File: src/rtl/ccff_bitstream_loader.sv
// ccff_bitstream_loader
//   Serializes configuration words onto the eFPGA configuration chain head.
//   Words arrive on a valid/ready handshake and are shifted MSB-first, one bit
//   per cycle with prog_clk_en high. After exactly CHAIN_LEN data shifts the
//   block reports done.
//
//   Optional build macro CCFF_LOOPBACK_CHECK_EN: prepends an 8-bit MARKER to the
//   stream and checks it as it falls out of ccff_tail. A mismatch raises the
//   sticky error flag.
//
// Ports
//   prog_clk     configuration clock; all state changes on its rising edge
//   prog_reset   synchronous active-high reset
//   start        one-cycle pulse; begins a load from IDLE or DONE
//   cfg_data     bitstream word; bit WORD_W-1 is shifted first
//   cfg_valid    cfg_data valid
//   cfg_ready    word accepted on an edge with cfg_valid && cfg_ready
//   ccff_head    serial bit into the chain
//   prog_clk_en  fabric clock-gate enable, aligned with ccff_head
//   ccff_tail    chain loopback (checked only with CCFF_LOOPBACK_CHECK_EN)
//   busy         load in progress
//   done         load complete; held until the next start or reset
//   error        loopback mismatch (constant 0 without the macro)
//
// state    | meaning
// IDLE     | waiting for start after reset
// MARKER   | shifting the 8 check bits (loopback build only)
// LOAD     | accepting words and shifting bitstream bits
// DONE     | all shifts issued; waiting for start
module ccff_bitstream_loader #(
  parameter int          WORD_W    = 32,
  parameter int          CHAIN_LEN = 1024,
  parameter int          CNT_W     = 16,
  parameter logic [7:0]  MARKER    = 8'hA5
) (
  input  logic              prog_clk,
  input  logic              prog_reset,
  input  logic              start,
  input  logic [WORD_W-1:0] cfg_data,
  input  logic              cfg_valid,
  output logic              cfg_ready,
  output logic              ccff_head,
  output logic              prog_clk_en,
  input  logic              ccff_tail,
  output logic              busy,
  output logic              done,
  output logic              error
);

`ifdef CCFF_LOOPBACK_CHECK_EN
  localparam int MK_LEN = 8;
`else
  localparam int MK_LEN = 0;
`endif
  localparam int TOTAL     = CHAIN_LEN + MK_LEN;
  localparam int NWORDS    = (CHAIN_LEN + WORD_W - 1) / WORD_W;
  localparam int LAST_BITS = CHAIN_LEN - (NWORDS - 1) * WORD_W;
  localparam int REM_W     = $clog2(WORD_W + 1);

  typedef enum logic [1:0] {S_IDLE, S_MARKER, S_LOAD, S_DONE} state_t;

  state_t              state_q, state_d;
  logic [CNT_W-1:0]    cnt_q, cnt_d;      // shift number of the bit currently presented
  logic [CNT_W-1:0]    words_q, words_d;  // words accepted this load
  logic [WORD_W-1:0]   sh_q, sh_d;        // bits not yet presented, left-aligned
  logic [REM_W-1:0]    rem_q, rem_d;      // count of bits left in sh_q / marker
  logic                head_d, en_d, ready_d, busy_d, done_d, err_d;
  logic                accept;

`ifdef CCFF_LOOPBACK_CHECK_EN
  logic [7:0] mk_q, mk_d;
  logic [2:0] mk_idx;
  // Edge k = CHAIN_LEN+1+i expects MARKER bit 7-i at the tail; ~i == 7-i in 3 bits.
  assign mk_idx = 3'(cnt_q - CNT_W'(CHAIN_LEN + 1));
`else
  logic       unused_tail;
  logic [7:0] unused_marker;
  assign unused_tail   = ccff_tail;
  assign unused_marker = MARKER;
`endif

  assign accept = cfg_valid && cfg_ready;

  always_comb begin
    state_d = state_q;
    cnt_d   = cnt_q;
    words_d = words_q;
    sh_d    = sh_q;
    rem_d   = rem_q;
    head_d  = ccff_head;
    en_d    = 1'b0;
    ready_d = 1'b0;
    done_d  = done;
    err_d   = error;
`ifdef CCFF_LOOPBACK_CHECK_EN
    mk_d    = mk_q;
`endif
    case (state_q)
      S_IDLE, S_DONE: begin
        if (start) begin
          done_d  = 1'b0;
          err_d   = 1'b0;
          words_d = '0;
          sh_d    = '0;
`ifdef CCFF_LOOPBACK_CHECK_EN
          state_d = S_MARKER;
          head_d  = MARKER[7];
          en_d    = 1'b1;
          cnt_d   = CNT_W'(1);
          mk_d    = {MARKER[6:0], 1'b0};
          rem_d   = REM_W'(7);
`else
          state_d = S_LOAD;
          cnt_d   = '0;
          rem_d   = '0;
          ready_d = 1'b1;
`endif
        end
      end
`ifdef CCFF_LOOPBACK_CHECK_EN
      S_MARKER: begin
        if (rem_q != '0) begin
          head_d = mk_q[7];
          mk_d   = {mk_q[6:0], 1'b0};
          rem_d  = rem_q - REM_W'(1);
          en_d   = 1'b1;
          cnt_d  = cnt_q + CNT_W'(1);
        end else begin
          state_d = S_LOAD;
          ready_d = 1'b1;
        end
      end
`endif
      S_LOAD: begin
        if (prog_clk_en && cnt_q == CNT_W'(TOTAL)) begin
          state_d = S_DONE;
          done_d  = 1'b1;
        end else if (accept) begin
          head_d  = cfg_data[WORD_W-1];
          sh_d    = cfg_data << 1;
          // The final word may be only partly used; its low bits are dropped.
          rem_d   = (words_q == CNT_W'(NWORDS - 1)) ? REM_W'(LAST_BITS - 1)
                                                    : REM_W'(WORD_W - 1);
          words_d = words_q + CNT_W'(1);
          en_d    = 1'b1;
          cnt_d   = cnt_q + CNT_W'(1);
        end else if (rem_q != '0) begin
          head_d = sh_q[WORD_W-1];
          sh_d   = sh_q << 1;
          rem_d  = rem_q - REM_W'(1);
          en_d   = 1'b1;
          cnt_d  = cnt_q + CNT_W'(1);
        end
        // Ready while the last buffered bit is presented, so words go back-to-back.
        ready_d = (state_d == S_LOAD) && (rem_d == '0) && (words_d < CNT_W'(NWORDS));
`ifdef CCFF_LOOPBACK_CHECK_EN
        if (prog_clk_en && cnt_q > CNT_W'(CHAIN_LEN) && ccff_tail != MARKER[~mk_idx])
          err_d = 1'b1;
`endif
      end
      default: state_d = S_IDLE;
    endcase
    busy_d = (state_d == S_LOAD) || (state_d == S_MARKER);
  end

  always_ff @(posedge prog_clk) begin
    if (prog_reset) begin
      state_q     <= S_IDLE;
      cnt_q       <= '0;
      words_q     <= '0;
      sh_q        <= '0;
      rem_q       <= '0;
      ccff_head   <= 1'b0;
      prog_clk_en <= 1'b0;
      cfg_ready   <= 1'b0;
      busy        <= 1'b0;
      done        <= 1'b0;
      error       <= 1'b0;
`ifdef CCFF_LOOPBACK_CHECK_EN
      mk_q        <= '0;
`endif
    end else begin
      state_q     <= state_d;
      cnt_q       <= cnt_d;
      words_q     <= words_d;
      sh_q        <= sh_d;
      rem_q       <= rem_d;
      ccff_head   <= head_d;
      prog_clk_en <= en_d;
      cfg_ready   <= ready_d;
      busy        <= busy_d;
      done        <= done_d;
      error       <= err_d;
`ifdef CCFF_LOOPBACK_CHECK_EN
      mk_q        <= mk_d;
`endif
    end
  end

endmodule

File: config.mk
export PLATFORM = sky130hd
export DESIGN_NAME = ccff_bitstream_loader
export DESIGN_NICKNAME = d
export VERILOG_FILES = /design/src/rtl/ccff_bitstream_loader.sv
export SDC_FILE = /design/constraint.sdc
export NUM_CORES = 1
export LEC_CHECK = 0
export CELL_PAD_IN_SITES_DETAIL_PLACEMENT = 0
export CELL_PAD_IN_SITES_GLOBAL_PLACEMENT = 2
export CORE_UTILIZATION = 35
export DETAILED_ROUTE_END_ITERATION = 7
export PLACE_DENSITY_LB_ADDON = 0.1
export SLEW_MARGIN = 10
export SYNTH_ARGS = -nofsm -noshare
export SYNTH_HDL_FRONTEND = slang
export SYNTH_SLANG_ARGS = --single-unit
File: constraint.sdc
create_clock -name prog_clk -period 4.4 [get_ports prog_clk]
set_input_delay 0.88 -clock prog_clk [delete_from_list [all_inputs] [get_ports prog_clk]]
set_output_delay 0.88 -clock prog_clk [all_outputs]
set_load 0.01 [all_outputs]
# Yosys cells after proc, flatten, opt, wreduce, memory -nomap -nowiden
# Index checks and enable logic that the tools add are counted.
# classes
addsub	3
n_lt_le_gt_ge	1
eq_ne	10
mux	33
bitwise	2
n_reduce_logical	16
# ops
operator	count
32-bit 2-to-1 mux	4
16-bit 2-to-1 mux	7
16-bit one-hot mux with 2 select lines	2
32-bit one-hot mux with 2 select lines	1
16-bit by 1-bit adder with 16-bit output, second input constant	2
6-bit 2-to-1 mux	5
16-bit by 11-bit == test with 1-bit output, second input constant	1
16-bit by 6-bit less-than comparator with 1-bit output, second input constant	1
6-bit one-hot mux with 2 select lines	1
2-bit == test, second input constant	4
1-bit 2-to-1 mux	7
6-bit logical NOT	1
2-bit 2-to-1 mux	3
2-bit inequality test, second input constant	3
3-bit AND reduction	2
6-bit nonzero test	1
6-bit by 1-bit subtractor with 6-bit output, second input constant	1
1-bit logical AND	4
1-bit one-hot mux with 2 select lines	2
2-bit one-hot mux with 2 select lines	1
4-bit AND reduction	1
2-bit nonzero test	2
3-bit inequality test, second input constant	1
3-bit OR reduction	1
6 further kinds	7
# totals
ff_bits	77
in_bits	37
out_inout_bits	6
elab_cells	75

# Logic depth before layout (Yosys ltp)
# Gate-level depths: netlist of run 1.
# depth
word_depth	9
mapped_depth	10
ltp_nobuf	8

# Least setup slack after synthesis of run 1
# OpenSTA, ideal clock, no wires.
# synth_timing
path_kind	input-to-reg
from	input port prog_reset
to	register cfg_ready
setup_ns	0.069
arrival_ns	2.564
t_required_ns	4.331
path_slack_ns	1.767
stages	7
n_path_buf	1
cell_sequence	clkbuf_1 > or4b_1 > a2111o_1 > a2111oi_2 > o211a_1 > nand4_1 > o21ai_1
# synth_rtl
item	line_no	rtl
start, declared	37	input logic prog_reset,
end signal, assigned	190	cfg_ready <= ready_d;
end, declared	41	output logic cfg_ready,

# Worst setup path in the final report of run 1
# layout_timing
from	input port cfg_valid
to	register cnt_q[6]
# layout_via
elab_chain_cells	4
elab_cells_between_ends	6
classes_between	eq/ne: 1; mux: 3; reduce/logical: 2
# layout_rtl
item	line_no	rtl
start, declared	40	input logic cfg_valid,
1-bit logical AND *	82	assign accept = cfg_valid && cfg_ready;
16-bit 2-to-1 mux	138	end else if (accept) begin
16-bit 2-to-1 mux	135	if (prog_clk_en && cnt_q == CNT_W'(TOTAL)) begin
16-bit one-hot mux with 2 select lines	98	case (state_q)
end signal, assigned	184	cnt_q <= cnt_d;
end, declared	63	logic [CNT_W-1:0] cnt_q, cnt_d;
# Every way passes the cells marked *; elsewhere a longest branch is shown, timed or not. The select of a mux whose other input is x is not followed.
# A chain may end at the register's enable or synchronous reset.

==> results of run 1 <==
## power breakdown
group / internal (W) / switching, W
sequential: 0.000697 / 0.00000954
combinational: 0.0000961 / 0.000149
clock: 0.000451 / 0.000277
total: 0.00124 / 0.000436
## state kept, by name, summed over array words and instances, names as in the netlist
| register | count |
|---|---|
| done | 1 |
| prog_clk_en | 1 |
| busy | 1 |
| cnt_q | 16 |
| sh_q | 31 |
| state_q | 2 |
| cfg_ready | 1 |
| rem_q | 6 |
| ccff_head | 1 |
| words_q | 16 |
## layout by cell type, fill, tap and decap left out, types with 4 or more instances in the layout
cell,instances
sky130_fd_sc_hd__dfxtp_1,76
sky130_fd_sc_hd__and4_1,4
sky130_fd_sc_hd__a32oi_1,4
sky130_fd_sc_hd__buf_4,10
sky130_fd_sc_hd__xor2_1,6
sky130_fd_sc_hd__clkdlybuf4s50_1,39
sky130_fd_sc_hd__xnor2_1,7
sky130_fd_sc_hd__or3_1,14
sky130_fd_sc_hd__o21ai_1,16
sky130_fd_sc_hd__o21ai_0,13
sky130_fd_sc_hd__inv_1,13
sky130_fd_sc_hd__and3_1,9
sky130_fd_sc_hd__nand3_1,21
sky130_fd_sc_hd__ha_1,8
sky130_fd_sc_hd__nor3_1,8
sky130_fd_sc_hd__a21oi_1,83
sky130_fd_sc_hd__nor4_1,6
sky130_fd_sc_hd__clkbuf_16,9
sky130_fd_sc_hd__nand4_1,15
sky130_fd_sc_hd__nand2_1,105
sky130_fd_sc_hd__nor2b_1,4
sky130_fd_sc_hd__nor2_1,54
## stage by stage
stage               instances  power (W)  area [µm²]  setup slack [ns]  hold slack [ns]
finish                    724    0.00168        4830              1.51            0.451
global route              724    0.00177        4830              1.33            0.467
CTS                       724    0.00170        4830              1.49            0.453
detailed placement        709   0.000968        4540              1.15            0.446
global placement          709   0.000969        4540              1.21            0.439
floorplan                 555   0.000876        4040              1.77            0.432
## kinds of logic (layout without fill, tap and decap cells)
kind of cell             after synthesis  in the layout  synth area share
AND/OR/NAND/NOR                      258            258             0.302
AO/OA/AOI/OAI                        146            146             0.211
buffers and inverters                 50             79            0.0492
other                                  1              1          0.000928
adder cells (fa/ha/maj)                8              8            0.0248
XOR/XNOR                              13             13            0.0282
multiplexers                           3              3           0.00743
flip-flops                            76             76             0.376
## worst min path at each step
stage                     startpoint                     to  cells after the start
2_1_floorplan  sh_q[11]$_SDFFE_PP0P_  sh_q[11]$_SDFFE_PP0P_                      2
3_3_place_gp    sh_q[7]$_SDFFE_PP0P_   sh_q[7]$_SDFFE_PP0P_                      2
3_5_place_dp    sh_q[8]$_SDFFE_PP0P_   sh_q[8]$_SDFFE_PP0P_                      2
4_1_cts        sh_q[11]$_SDFFE_PP0P_  sh_q[11]$_SDFFE_PP0P_                      2
5_1_grt         sh_q[1]$_SDFFE_PP0P_   sh_q[1]$_SDFFE_PP0P_                      2
6_report       sh_q[11]$_SDFFE_PP0P_  sh_q[11]$_SDFFE_PP0P_                      2
## critical path, stage by stage
cell                              delay (ns)
sky130_fd_sc_hd__clkdlybuf4s50_1        0.50
sky130_fd_sc_hd__and2_1                 0.18
sky130_fd_sc_hd__nor3_1                 0.14
sky130_fd_sc_hd__o21ai_2                0.42
sky130_fd_sc_hd__nand4_1                0.44
sky130_fd_sc_hd__or3_1                  0.45
sky130_fd_sc_hd__a21oi_1                0.15
## area by class of cell
cell class	instances	area, µm²
clock buffers	13	250
clock inverters	2	35.0
fillers	1162	6200
inverters	14	52.6
multi-input cells	429	2320
flip-flops and latches	76	1520
well taps	140	175
repair buffers	50	470
## synth_stat cells, drive strengths merged (9+ instances only)
master and number:
buf 9, inv 14, a21oi 83, nand4 15, dfxtp 76, nand2 105, and3 9, nor2 54
clkbuf 27, nand3 21, o21ai 30, or3 14
## metal layers
metal  up-vias  global-route usage  part of all wire
li1       2014                   -                 -
met1      1850               0.258              0.49
met2        79               0.307              0.45
met3        12              0.0391             0.043
met4         0              0.0752             0.015
met5         -                   0                 0
==> impl_metrics.sql, run 1 <==
INSERT INTO impl_metrics (metric_group, metric, value, unit) VALUES
('clocking', 'total_setup_buffers_inserted_after_cts', '0', ''),
('floorplanning', 'initial_utilization', '0.366', ''),
('global_route', 'grt_util_all_layers', '0.194', ''),
('clocking', 'insertion_delay', '0.33', 'ns'),
('logic_synthesis', 'synth_seq_cells', '76', ''),
('placed_design', 'count_of_buffers_from_port_buffering', '40', ''),
('drt', 'route.detailed.vias_per_inst', '5.46', ''),
('power', 'p_leak', '1.63', 'nW'),
('floorplanning', 'die-width', '109', 'µm'),
('drt', 'detailedRoute.firstIterationViolations', '206', ''),
('logic_synthesis', 'postSynth.asyncResetShare', '0', ''),
('run_status', 'outcome', 'finished clean', ''),
('drt', 'total_number_of_vias', '3955', ''),
('clocking', 'clock_tree.root_cell', 'sky130_fd_sc_hd__clkbuf_16', ''),
('timing', 'timing_worst_slew_pin_value', '0.724', 'ns'),
('min_path', 'hold_path_class', 'reg -> reg', ''),
('placed_design', 'gp_congestion', '0.785', ''),
('timing', 'rsz_0062_raised_after_global_routing', 'false', ''),
('global_route', 'globalRouteOverflowTotal', '0', ''),
('logic_synthesis', 'top_cells_by_area_in_the_synthesized_netlist', 'sky130_fd_sc_hd__dfxtp_1, sky130_fd_sc_hd__a21oi_1, sky130_fd_sc_hd__nand2_1', ''),
('final_layout', 'num_antenna_cells', '0', ''),
('clocking', 'htree_levels', '3', ''),
('setup_path', 'critical_path_class', 'in -> reg', ''),
('placed_design', 'place_hpwl', '6.90', 'mm'),
('final_layout', 'final_layout_size_suffix_gt1_frac', '0.0514', ''),
('clocking', 'numCtsBuffers', '9', ''),
('logic_synthesis', 'mapped_avg_cell_area', '7.28', 'µm²'),
('setup_path', 'cp.required', '4.66', 'ns'),
('timing', 'final.period_utilization', '0.657', ''),
('logic_synthesis', 'synth_edf_count', '0', ''),
('logic_synthesis', 'mappedNetlistArea', '0.00404', 'mm²'),
('setup_path', 'critical_path.startpoint_type', 'input port', ''),
('setup_path', 'r2r_slack', '1.60', 'ns'),
('timing', 'setup_viol_count_final', '0', ''),
('timing', 'max_freq', '346', 'MHz'),
('global_route', 'grt_first_pass_wirelength', '18.0', 'mm'),
('clocking', 'clock_path_buffers', '2', ''),
('logic_synthesis', 'post-synth-top-area-cell', 'sky130_fd_sc_hd__dfxtp_1', ''),
('setup_path', 'cp.arrival', '3.15', 'ns'),
('final_layout', 'fin_nets', '625', ''),
('power', 'irDropWorstVdd', '0.000163', 'V'),
('power', 'pwr_density_cell', '348', 'mW/mm²'),
('logic_synthesis', 'syn-instance-count', '555', ''),
('floorplanning', 'num_io_pins', '43', ''),
('floorplanning', 'placeableCoreArea', '0.0110', 'mm²'),
('floorplanning', 'dieHeight', '109', 'µm'),
('final_layout', 'postLayoutCoreUtil', '0.438', ''),
('floorplanning', 'std_cell_rows', '38', ''),
('timing', 'worst_slew_margin_rel', '0.517', ''),
('timing', 'finalHoldViolCount', '0', ''),
('logic_synthesis', 'synth_top_cell_area_share', '0.376', ''),
('setup_path', 'critical_path.startpoint', 'cfg_valid', ''),
('drt', 'wl', '10.7', 'mm'),
('timing', 'final.setup.tns', '0', 'ns'),
('drt', 'drt_drc_violations_left', '0', ''),
('clocking', 'tritoncts', 'built', ''),
('logic_synthesis', 'synth_warnings', '0', ''),
('setup_path', 'r2r-start', 'cnt_q[0]$_SDFFE_PP0P_', ''),
('clocking', 'post_cts_resized', '0', ''),
('drt', 'routedWlPerCell', '14.8', 'µm'),
('clocking', 'clock-sinks', '76', ''),
('clocking', 'cts.clk_slew.worst_paths', '0.06', 'ns'),
('logic_synthesis', 'synth_cell_type_count', '58', ''),
('drt', 'detailedRoute.firstPassIterationCount', '4', ''),
('floorplanning', 'die_area', '0.0120', 'mm²'),
('setup_path', 'worstSetupEndpointType', 'flop', ''),
('global_route', 'antenna_violations_before_repair', '0', ''),
('global_route', 'via_count_of_the_first_global_routing_pass', '3615', ''),
('logic_synthesis', 'ys.flop_type', 'sky130_fd_sc_hd__dfxtp_1', ''),
('drt', 'postRouteAntennaNets', '0', ''),
('setup_path', 'timing.critical_path.to', 'cnt_q[6]$_SDFFE_PP0P_', ''),
('logic_synthesis', 'syn-num-nets', '600', ''),
('final_layout', 'flow.area_growth_from_synthesis', '19.4', '%'),
('run', 'cap_viol_max_count', '0', ''),
('setup_path', 'ff2ff_path_depth', '8', ''),
('clocking', 'cts.hold.buffers_added', '0', ''),
('timing', 'finalCriticalPeriod', '2.89', 'ns'),
('logic_synthesis', 'ys_seq_area_frac', '0.376', ''),
('timing', 'final_max_slew_viol_count', '0', ''),
('timing', 'finClkSkew', '0.00298', 'ns'),
('setup_path', 'rr_endpoint', 'cnt_q[6]$_SDFFE_PP0P_', ''),
('global_route', 'grt_start_max_net_pins', '62', ''),
('setup_path', 'worst-path-max-fanout', '12', '');
(Power assumes the default switching activity.)
==> inputs of run 2 (changes only) <==
--- a/config.mk
+++ b/config.mk
@@ -7,7 +7,7 @@
 export LEC_CHECK = 0
 export CELL_PAD_IN_SITES_DETAIL_PLACEMENT = 0
 export CELL_PAD_IN_SITES_GLOBAL_PLACEMENT = 2
-export CORE_UTILIZATION = 35
+export CORE_UTILIZATION = 29
 export DETAILED_ROUTE_END_ITERATION = 7
 export PLACE_DENSITY_LB_ADDON = 0.1
 export SLEW_MARGIN = 10
==> constraint.sdc (replaced) <==
create_clock -name prog_clk -period 2.5 [get_ports prog_clk]
set_input_delay 0.5 -clock prog_clk [delete_from_list [all_inputs] [get_ports prog_clk]]
set_output_delay 0.5 -clock prog_clk [all_outputs]
set_load 0.01 [all_outputs]
==> impl_metrics.sql, run 2 (synthesis gave the netlist of run 1 again) <==
INSERT INTO impl_metrics (metric_group, metric, value, unit) VALUES
('power', 'pwr_density_cell', '606', 'mW/mm²'),
('floorplanning', 'die_area', '0.0144', 'mm²'),
('clocking', 'insertion_delay', '0.35', 'ns'),
('final_layout', 'final_cell_mix', 'sky130_fd_sc_hd__nand2_1, sky130_fd_sc_hd__a21oi_1, sky130_fd_sc_hd__dfxtp_1', ''),
('clocking', 'clock_tree.root_cell', 'sky130_fd_sc_hd__clkbuf_16', ''),
('setup_path', 'cp.required', '2.77', 'ns'),
('placed_design', 'count_of_buffers_from_port_buffering', '40', ''),
('power', 'netSwitchingFraction', '0.270', ''),
('timing', 'worst_slew_margin_rel', '0.532', ''),
('final_layout', 'stdcell_count', '782', ''),
('floorplanning', 'dieHeight', '120', 'µm'),
('final_layout', 'largest_reg_flops', '31', ''),
('final_layout', 'nFillCells', '1455', ''),
('clocking', 'total_setup_buffers_inserted_after_cts', '0', ''),
('global_route', 'grt_start_max_net_pins', '62', ''),
('global_route', 'grt_util_all_layers', '0.173', ''),
('power', 'power_switching', '0.000834', 'W'),
('power', 'share_comb_of_total_power', '0.155', ''),
('final_layout', 'multiInputGateArea', '0.00234', 'mm²'),
('placed_design', 'gp_congestion', '0.802', ''),
('timing', 'rsz_0062_raised_after_global_routing', 'false', ''),
('global_route', 'globalRouteOverflowTotal', '0', ''),
('setup_path', 'cp_cell_sequence', 'inv_1, ha_1, or4b_4, a2111o_1, a2111oi_2, o211a_1, nand4_1, o21ai_1', ''),
('final_layout', 'final_layout_size_suffix_gt1_frac', '0.0990', ''),
('timing', 'max_freq', '420', 'MHz'),
('clocking', 'clock-sinks', '76', ''),
('setup_path', 'crit_slowest_cell', 'sky130_fd_sc_hd__or4b_4', ''),
('floorplanning', 'placeableCoreArea', '0.0134', 'mm²'),
('clocking', 'cts.hold.buffers_added', '0', ''),
('setup_path', 'worstSetupEndpointType', 'flop', ''),
('global_route', 'grt_first_pass_wirelength', '19.3', 'mm'),
('timing', 'timing_worst_slew_pin_value', '0.702', 'ns'),
('final_layout', 'seqCellArea', '0.00153', 'mm²'),
('timing', 'hold-worst-slack', '0.451', 'ns'),
('final_layout', 'flow.area_growth_from_synthesis', '26.2', '%'),
('final_layout', 'fin_nets', '646', ''),
('setup_path', 'cp.arrival', '2.66', 'ns'),
('clocking', 'cts.clk_slew.worst_paths', '0.07', 'ns'),
('power', 'clock_network_fraction_of_design_power', '0.444', ''),
('floorplanning', 'num_io_pins', '43', ''),
('timing', 'final.period_utilization', '0.953', ''),
('power', 'post-layout-total-power', '0.00309', 'W'),
('drt', 'drt_drc_violations_left', '0', ''),
('timing', 'finClkSkew', '0.0133', 'ns'),
('drt', 'route.detailed.vias_per_inst', '5.20', ''),
('drt', 'routedWlPerCell', '15.1', 'µm'),
('floorplanning', 'std_cell_rows', '42', ''),
('clocking', 'tritoncts', 'built', ''),
('power', 'p_leak', '1.76', 'nW'),
('drt', 'wl', '11.8', 'mm'),
('global_route', 'antenna_violations_before_repair', '0', ''),
('placed_design', 'post-place-cells', '766', ''),
('setup_path', 'critical_path.startpoint_type', 'flop', ''),
('final_layout', 'num_antenna_cells', '0', ''),
('drt', 'postRouteAntennaNets', '0', ''),
('timing', 'final_max_slew_viol_count', '0', ''),
('timing', 'final_critical_path_setup_slack', '0.117', 'ns'),
('final_layout', 'biggestRegsByFlops', 'sh_q x31, cnt_q x16, words_q x16', ''),
('run_status', 'outcome', 'finished clean', ''),
('placed_design', 'dpl-instance-area', '0.00477', 'mm²'),
('clocking', 'clock_path_buffers', '2', ''),
('min_path', 'hold_path_class', 'reg -> reg', ''),
('run', 'cap_viol_max_count', '0', ''),
('drt', 'detailedRoute.firstPassIterationCount', '5', ''),
('setup_path', 'max_stage_delay', '0.53', 'ns'),
('timing', 'setup_viol_count_final', '0', ''),
('timing', 'finalCriticalPeriod', '2.38', 'ns'),
('power', 'irDropWorstVdd', '0.000357', 'V'),
('final_layout', 'finalInstanceArea', '0.00510', 'mm²'),
('final_layout', 'regMostFlops', 'sh_q', ''),
('floorplanning', 'initial_utilization', '0.302', ''),
('placed_design', 'place_hpwl', '7.72', 'mm'),
('floorplanning', 'die-width', '120', 'µm'),
('setup_path', 'critical_path_class', 'reg -> reg', ''),
('drt', 'detailedRoute.firstIterationViolations', '201', ''),
('power', 'seq_power_share', '0.402', ''),
('final_layout', 'final_common_cell', 'sky130_fd_sc_hd__nand2_1', ''),
('drt', 'total_number_of_vias', '4067', ''),
('power', 'intPower', '0.00226', 'W'),
('timing', 'finalHoldViolCount', '0', ''),
('placed_design', 'detailedPlace.worstSlack', '-0.0297', 'ns'),
('clocking', 'htree_levels', '3', ''),
('clocking', 'numCtsBuffers', '9', ''),
('setup_path', 'worst-path-max-fanout', '5', ''),
('global_route', 'via_count_of_the_first_global_routing_pass', '3827', '');
[run 2: cell types whose count changed in the layout (fill, tap and decap cells not counted), moves of 2 or more]
cell,change
sky130_fd_sc_hd__buf_4,+19
sky130_fd_sc_hd__clkbuf_1,-3
sky130_fd_sc_hd__clkinvlp_4,+2
sky130_fd_sc_hd__dfxtp_1,-2
sky130_fd_sc_hd__buf_12,+2
[run 2: what timing repair did]
item                                    CTS  global route
resized for setup                         1             5
pin swaps                                 0             1
endpoints found under the setup margin    1             6
[run 2: worst max-delay path: cells and delay by family (launching register included)]
family,cells,cell delay [ns]
flip-flops,1,0.37
AO/OA/AOI/OAI,4,1.05
AND/OR/NAND/NOR,2,0.66
adder cells (fa/ha/maj),1,0.19
buffers and inverters,1,0.04
[run 2: per-layer routing]
metal | vias to the layer above | share of wire | global-route usage
met5 | - | 0 | 0
met1 | 1913 | 0.48 | 0.224
met2 | 94 | 0.46 | 0.273
met3 | 17 | 0.042 | 0.0423
met4 | 0 | 0.018 | 0.0750
li1 | 2043 | - | -
[run 2: area by class of cell]
cell class	count	area share
inverters	14	0.0103
repair buffers	71	0.128
clock inverters	5	0.0115
multi-input cells	429	0.458
clock buffers	11	0.0496
well taps	176	0.0432
flip-flops and latches	76	0.299
[run 2: power groups by stage]
stage	logic (W)	clock network, W	registers (W)
floorplan	0.000274	0	0.00127
global placement	0.000482	0	0.00127
detailed placement	0.000479	0	0.00127
CTS	0.000481	0.00142	0.00124
global route	0.000528	0.00148	0.00124
finish	0.000479	0.00137	0.00124
[run 2: metrics by stage]
stage / utilization / TNS (ns)
CTS: 0.379 / 0
global placement: 0.356 / -0.464
floorplan: - / 0
detailed placement: 0.356 / -0.291
global route: 0.381 / 0
finish: 0.381 / 0
[run 2: path summary, 6_finish.rpt]
check | slack [ns] | depth (start not counted) | startpoint | to
setup reg to reg | 0.12 | 8 | state_q[1]$_SDFF_PP0_ | cfg_ready$_SDFF_PP0_
hold reg to reg | 0.45 | 2 | sh_q[2]$_SDFFE_PP0P_ | sh_q[2]$_SDFFE_PP0P_
setup / recovery | 0.12 | 8 | state_q[1]$_SDFF_PP0_ | cfg_ready$_SDFF_PP0_
hold / removal | 0.45 | 2 | sh_q[2]$_SDFFE_PP0P_ | sh_q[2]$_SDFFE_PP0P_
==> inputs of run 3 (changes only) <==
--- a/config.mk
+++ b/config.mk
@@ -10,6 +10,7 @@
 export CORE_UTILIZATION = 29
 export DETAILED_ROUTE_END_ITERATION = 7
 export PLACE_DENSITY_LB_ADDON = 0.1
+export REMOVE_ABC_BUFFERS = 1
 export SLEW_MARGIN = 10
 export SYNTH_ARGS = -nofsm -noshare
 export SYNTH_HDL_FRONTEND = slang
==> impl_metrics.sql, run 3 (synthesis gave the netlist of run 1 again) <==
INSERT INTO impl_metrics (metric_group, metric, value, unit) VALUES
('run_status', 'outcome', 'finished clean', ''),
('drt', 'route.detailed.vias_per_inst', '5.09', ''),
('setup_path', 'timing.critical_path.max_delay_family', 'compound AO/OA/AOI/OAI gates', ''),
('floorplanning', 'num_io_pins', '43', ''),
('drt', 'detailedRoute.firstPassIterationCount', '4', ''),
('placed_design', 'place_hpwl', '7.58', 'mm'),
('min_path', 'hold_depth', '2', ''),
('drt', 'drt_drc_violations_left', '0', ''),
('setup_path', 'max_stage_delay', '0.46', 'ns'),
('final_layout', 'final_layout_size_suffix_gt1_frac', '0.0909', ''),
('final_layout', 'final_cell_mix', 'sky130_fd_sc_hd__nand2_1, sky130_fd_sc_hd__a21oi_1, sky130_fd_sc_hd__dfxtp_1', ''),
('final_layout', 'final_common_cell', 'sky130_fd_sc_hd__nand2_1', ''),
('clocking', 'tritoncts', 'built', ''),
('timing', 'rsz_0062_raised_after_global_routing', 'false', ''),
('power', 'post-layout-total-power', '0.00293', 'W'),
('drt', 'postRouteAntennaNets', '0', ''),
('timing', 'worst_slew_margin_rel', '0.525', ''),
('clocking', 'htree_levels', '3', ''),
('final_layout', 'finalInstanceArea', '0.00506', 'mm²'),
('final_layout', 'biggestRegsByFlops', 'sh_q x31, cnt_q x16, words_q x16', ''),
('floorplanning', 'die_area', '0.0144', 'mm²'),
('setup_path', 'r2r_slack', '0.17', 'ns'),
('timing', 'finClkSkew', '0.00562', 'ns'),
('setup_path', 'cp.required', '2.78', 'ns'),
('placed_design', 'gp_congestion', '0.772', ''),
('clocking', 'clock_path_buffers', '2', ''),
('timing', 'finalCriticalPeriod', '2.33', 'ns'),
('setup_path', 'cp.arrival', '2.61', 'ns'),
('setup_path', 'rr_endpoint', 'cfg_ready$_SDFF_PP0_', ''),
('setup_path', 'critical_path.n_buffers_inverters', '1', ''),
('setup_path', 'ff2ff_path_depth', '8', ''),
('floorplanning', 'dieHeight', '120', 'µm'),
('global_route', 'grt_util_all_layers', '0.170', ''),
('placed_design', 'count_of_buffers_from_port_buffering', '40', ''),
('timing', 'final.period_utilization', '0.934', ''),
('power', 'irDropWorstVdd', '0.000355', 'V'),
('placed_design', 'detailedPlace.worstSlack', '-0.0369', 'ns'),
('clocking', 'clock_tree.root_cell', 'sky130_fd_sc_hd__clkbuf_16', ''),
('clocking', 'total_setup_buffers_inserted_after_cts', '0', ''),
('timing', 'final_critical_path_setup_slack', '0.165', 'ns'),
('clocking', 'insertion_delay', '0.34', 'ns'),
('clocking', 'clock-sinks', '76', ''),
('setup_path', 'crit_slowest_cell', 'sky130_fd_sc_hd__or4b_4', ''),
('final_layout', 'seqCellArea', '0.00152', 'mm²'),
('final_layout', 'largest_reg_flops', '31', ''),
('final_layout', 'regMostFlops', 'sh_q', ''),
('clocking', 'numCtsBuffers', '9', ''),
('final_layout', 'nFillCells', '1449', ''),
('floorplanning', 'initial_utilization', '0.302', ''),
('global_route', 'via_count_of_the_first_global_routing_pass', '3857', ''),
('setup_path', 'r2r-start', 'rem_q[0]$_SDFFE_PP0P_', ''),
('final_layout', 'fin_nets', '645', ''),
('final_layout', 'multiInputGateArea', '0.00234', 'mm²'),
('drt', 'detailedRoute.firstIterationViolations', '224', ''),
('setup_path', 'cp_cell_sequence', 'inv_2, ha_2, or4b_4, a2111o_1, a2111oi_4, o211a_1, nand4_1, o21ai_1', ''),
('placed_design', 'dpl-instance-area', '0.00477', 'mm²'),
('timing', 'max_freq', '428', 'MHz'),
('timing', 'setup_viol_count_final', '0', ''),
('final_layout', 'num_antenna_cells', '0', ''),
('floorplanning', 'die-width', '120', 'µm'),
('floorplanning', 'placeableCoreArea', '0.0134', 'mm²'),
('timing', 'finalHoldViolCount', '0', ''),
('drt', 'wl', '11.5', 'mm'),
('min_path', 'hold_path_class', 'reg -> reg', ''),
('floorplanning', 'std_cell_rows', '42', ''),
('global_route', 'grt_start_max_net_pins', '62', ''),
('final_layout', 'flow.area_growth_from_synthesis', '25.2', '%'),
('timing', 'final.setup.tns', '0', 'ns'),
('setup_path', 'critical_path_class', 'reg -> reg', ''),
('setup_path', 'critical_path.startpoint_type', 'flop', ''),
('setup_path', 'worst-path-max-fanout', '3', ''),
('global_route', 'globalRouteOverflowTotal', '0', ''),
('timing', 'final_max_slew_viol_count', '0', ''),
('global_route', 'antenna_violations_before_repair', '0', ''),
('power', 'p_leak', '1.74', 'nW'),
('clocking', 'cts.clk_slew.worst_paths', '0.06', 'ns'),
('global_route', 'grt_first_pass_wirelength', '19.0', 'mm'),
('min_path', 'hold_path_end', 'sh_q[27]$_SDFFE_PP0P_', ''),
('setup_path', 'worstSetupEndpointType', 'flop', ''),
('run', 'cap_viol_max_count', '0', ''),
('min_path', 'holdCritStartpoint', 'sh_q[27]$_SDFFE_PP0P_', ''),
('power', 'pwr_density_cell', '578', 'mW/mm²'),
('drt', 'routedWlPerCell', '14.8', 'µm'),
('timing', 'timing_worst_slew_pin_value', '0.713', 'ns'),
('drt', 'total_number_of_vias', '3977', '');
run 3: how the worst max path moves through the flow:
stage	cells after the start	slack, ns	endpoint	from
after floorplan	7	-0.30	sh_q[10]$_SDFFE_PP0P_	state_q[0]$_SDFF_PP0_
after global placement	9	-0.05	sh_q[4]$_SDFFE_PP0P_	cfg_valid
after detailed placement	9	-0.04	sh_q[6]$_SDFFE_PP0P_	cfg_valid
after CTS	8	0.06	cfg_ready$_SDFF_PP0_	state_q[1]$_SDFF_PP0_
after global routing	8	0.02	cfg_ready$_SDFF_PP0_	rem_q[1]$_SDFFE_PP0P_
final	8	0.17	cfg_ready$_SDFF_PP0_	rem_q[0]$_SDFFE_PP0P_
run 3: repair_timing:
| action | 4_1_cts | 5_1_grt |
|---|---|---|
| endpoints found under the setup margin | 0 | 4 |
| resized for setup | 0 | 6 |
| hold buffers | 0 | 0 |
run 3: layer usage:
metal,vias to the layer above,share of wire,global-route usage
li1,2046,-,-
met1,1852,0.46,0.204
met2,68,0.48,0.288
met3,11,0.044,0.0409
met4,0,0.014,0.0727
met5,-,0,0
run 3: where the power goes:
part / switching (W) / leakage (nW) / internal [W]
Combinational: 0.000282 / 0.996 / 0.000204
Clock: 0.000500 / 0.131 / 0.000698
Sequential: 0.0000158 / 0.613 / 0.00123
run 3: cell type report:
cell class              count  area share
clock buffers              14      0.0502
clock inverters             2     0.00198
inverters                  14      0.0104
multi-input cells         429       0.463
flip-flops and latches     76       0.301
well taps                 176      0.0435
repair buffers             70       0.130
run 3: metrics by stage:
stage	util	instances	hold WS [ns]
global placement	0.356	765	0.444
global route	0.378	781	0.476
detailed placement	0.356	765	0.446
floorplan	-	519	0.426
CTS	0.376	781	0.454
finish	0.378	781	0.450
run 3: worst min-delay path, cell delays in order (launching register included):
cell and delay, ns:
sky130_fd_sc_hd__dfxtp_1 0.31, sky130_fd_sc_hd__nand2_1 0.05, sky130_fd_sc_hd__a21oi_1 0.05
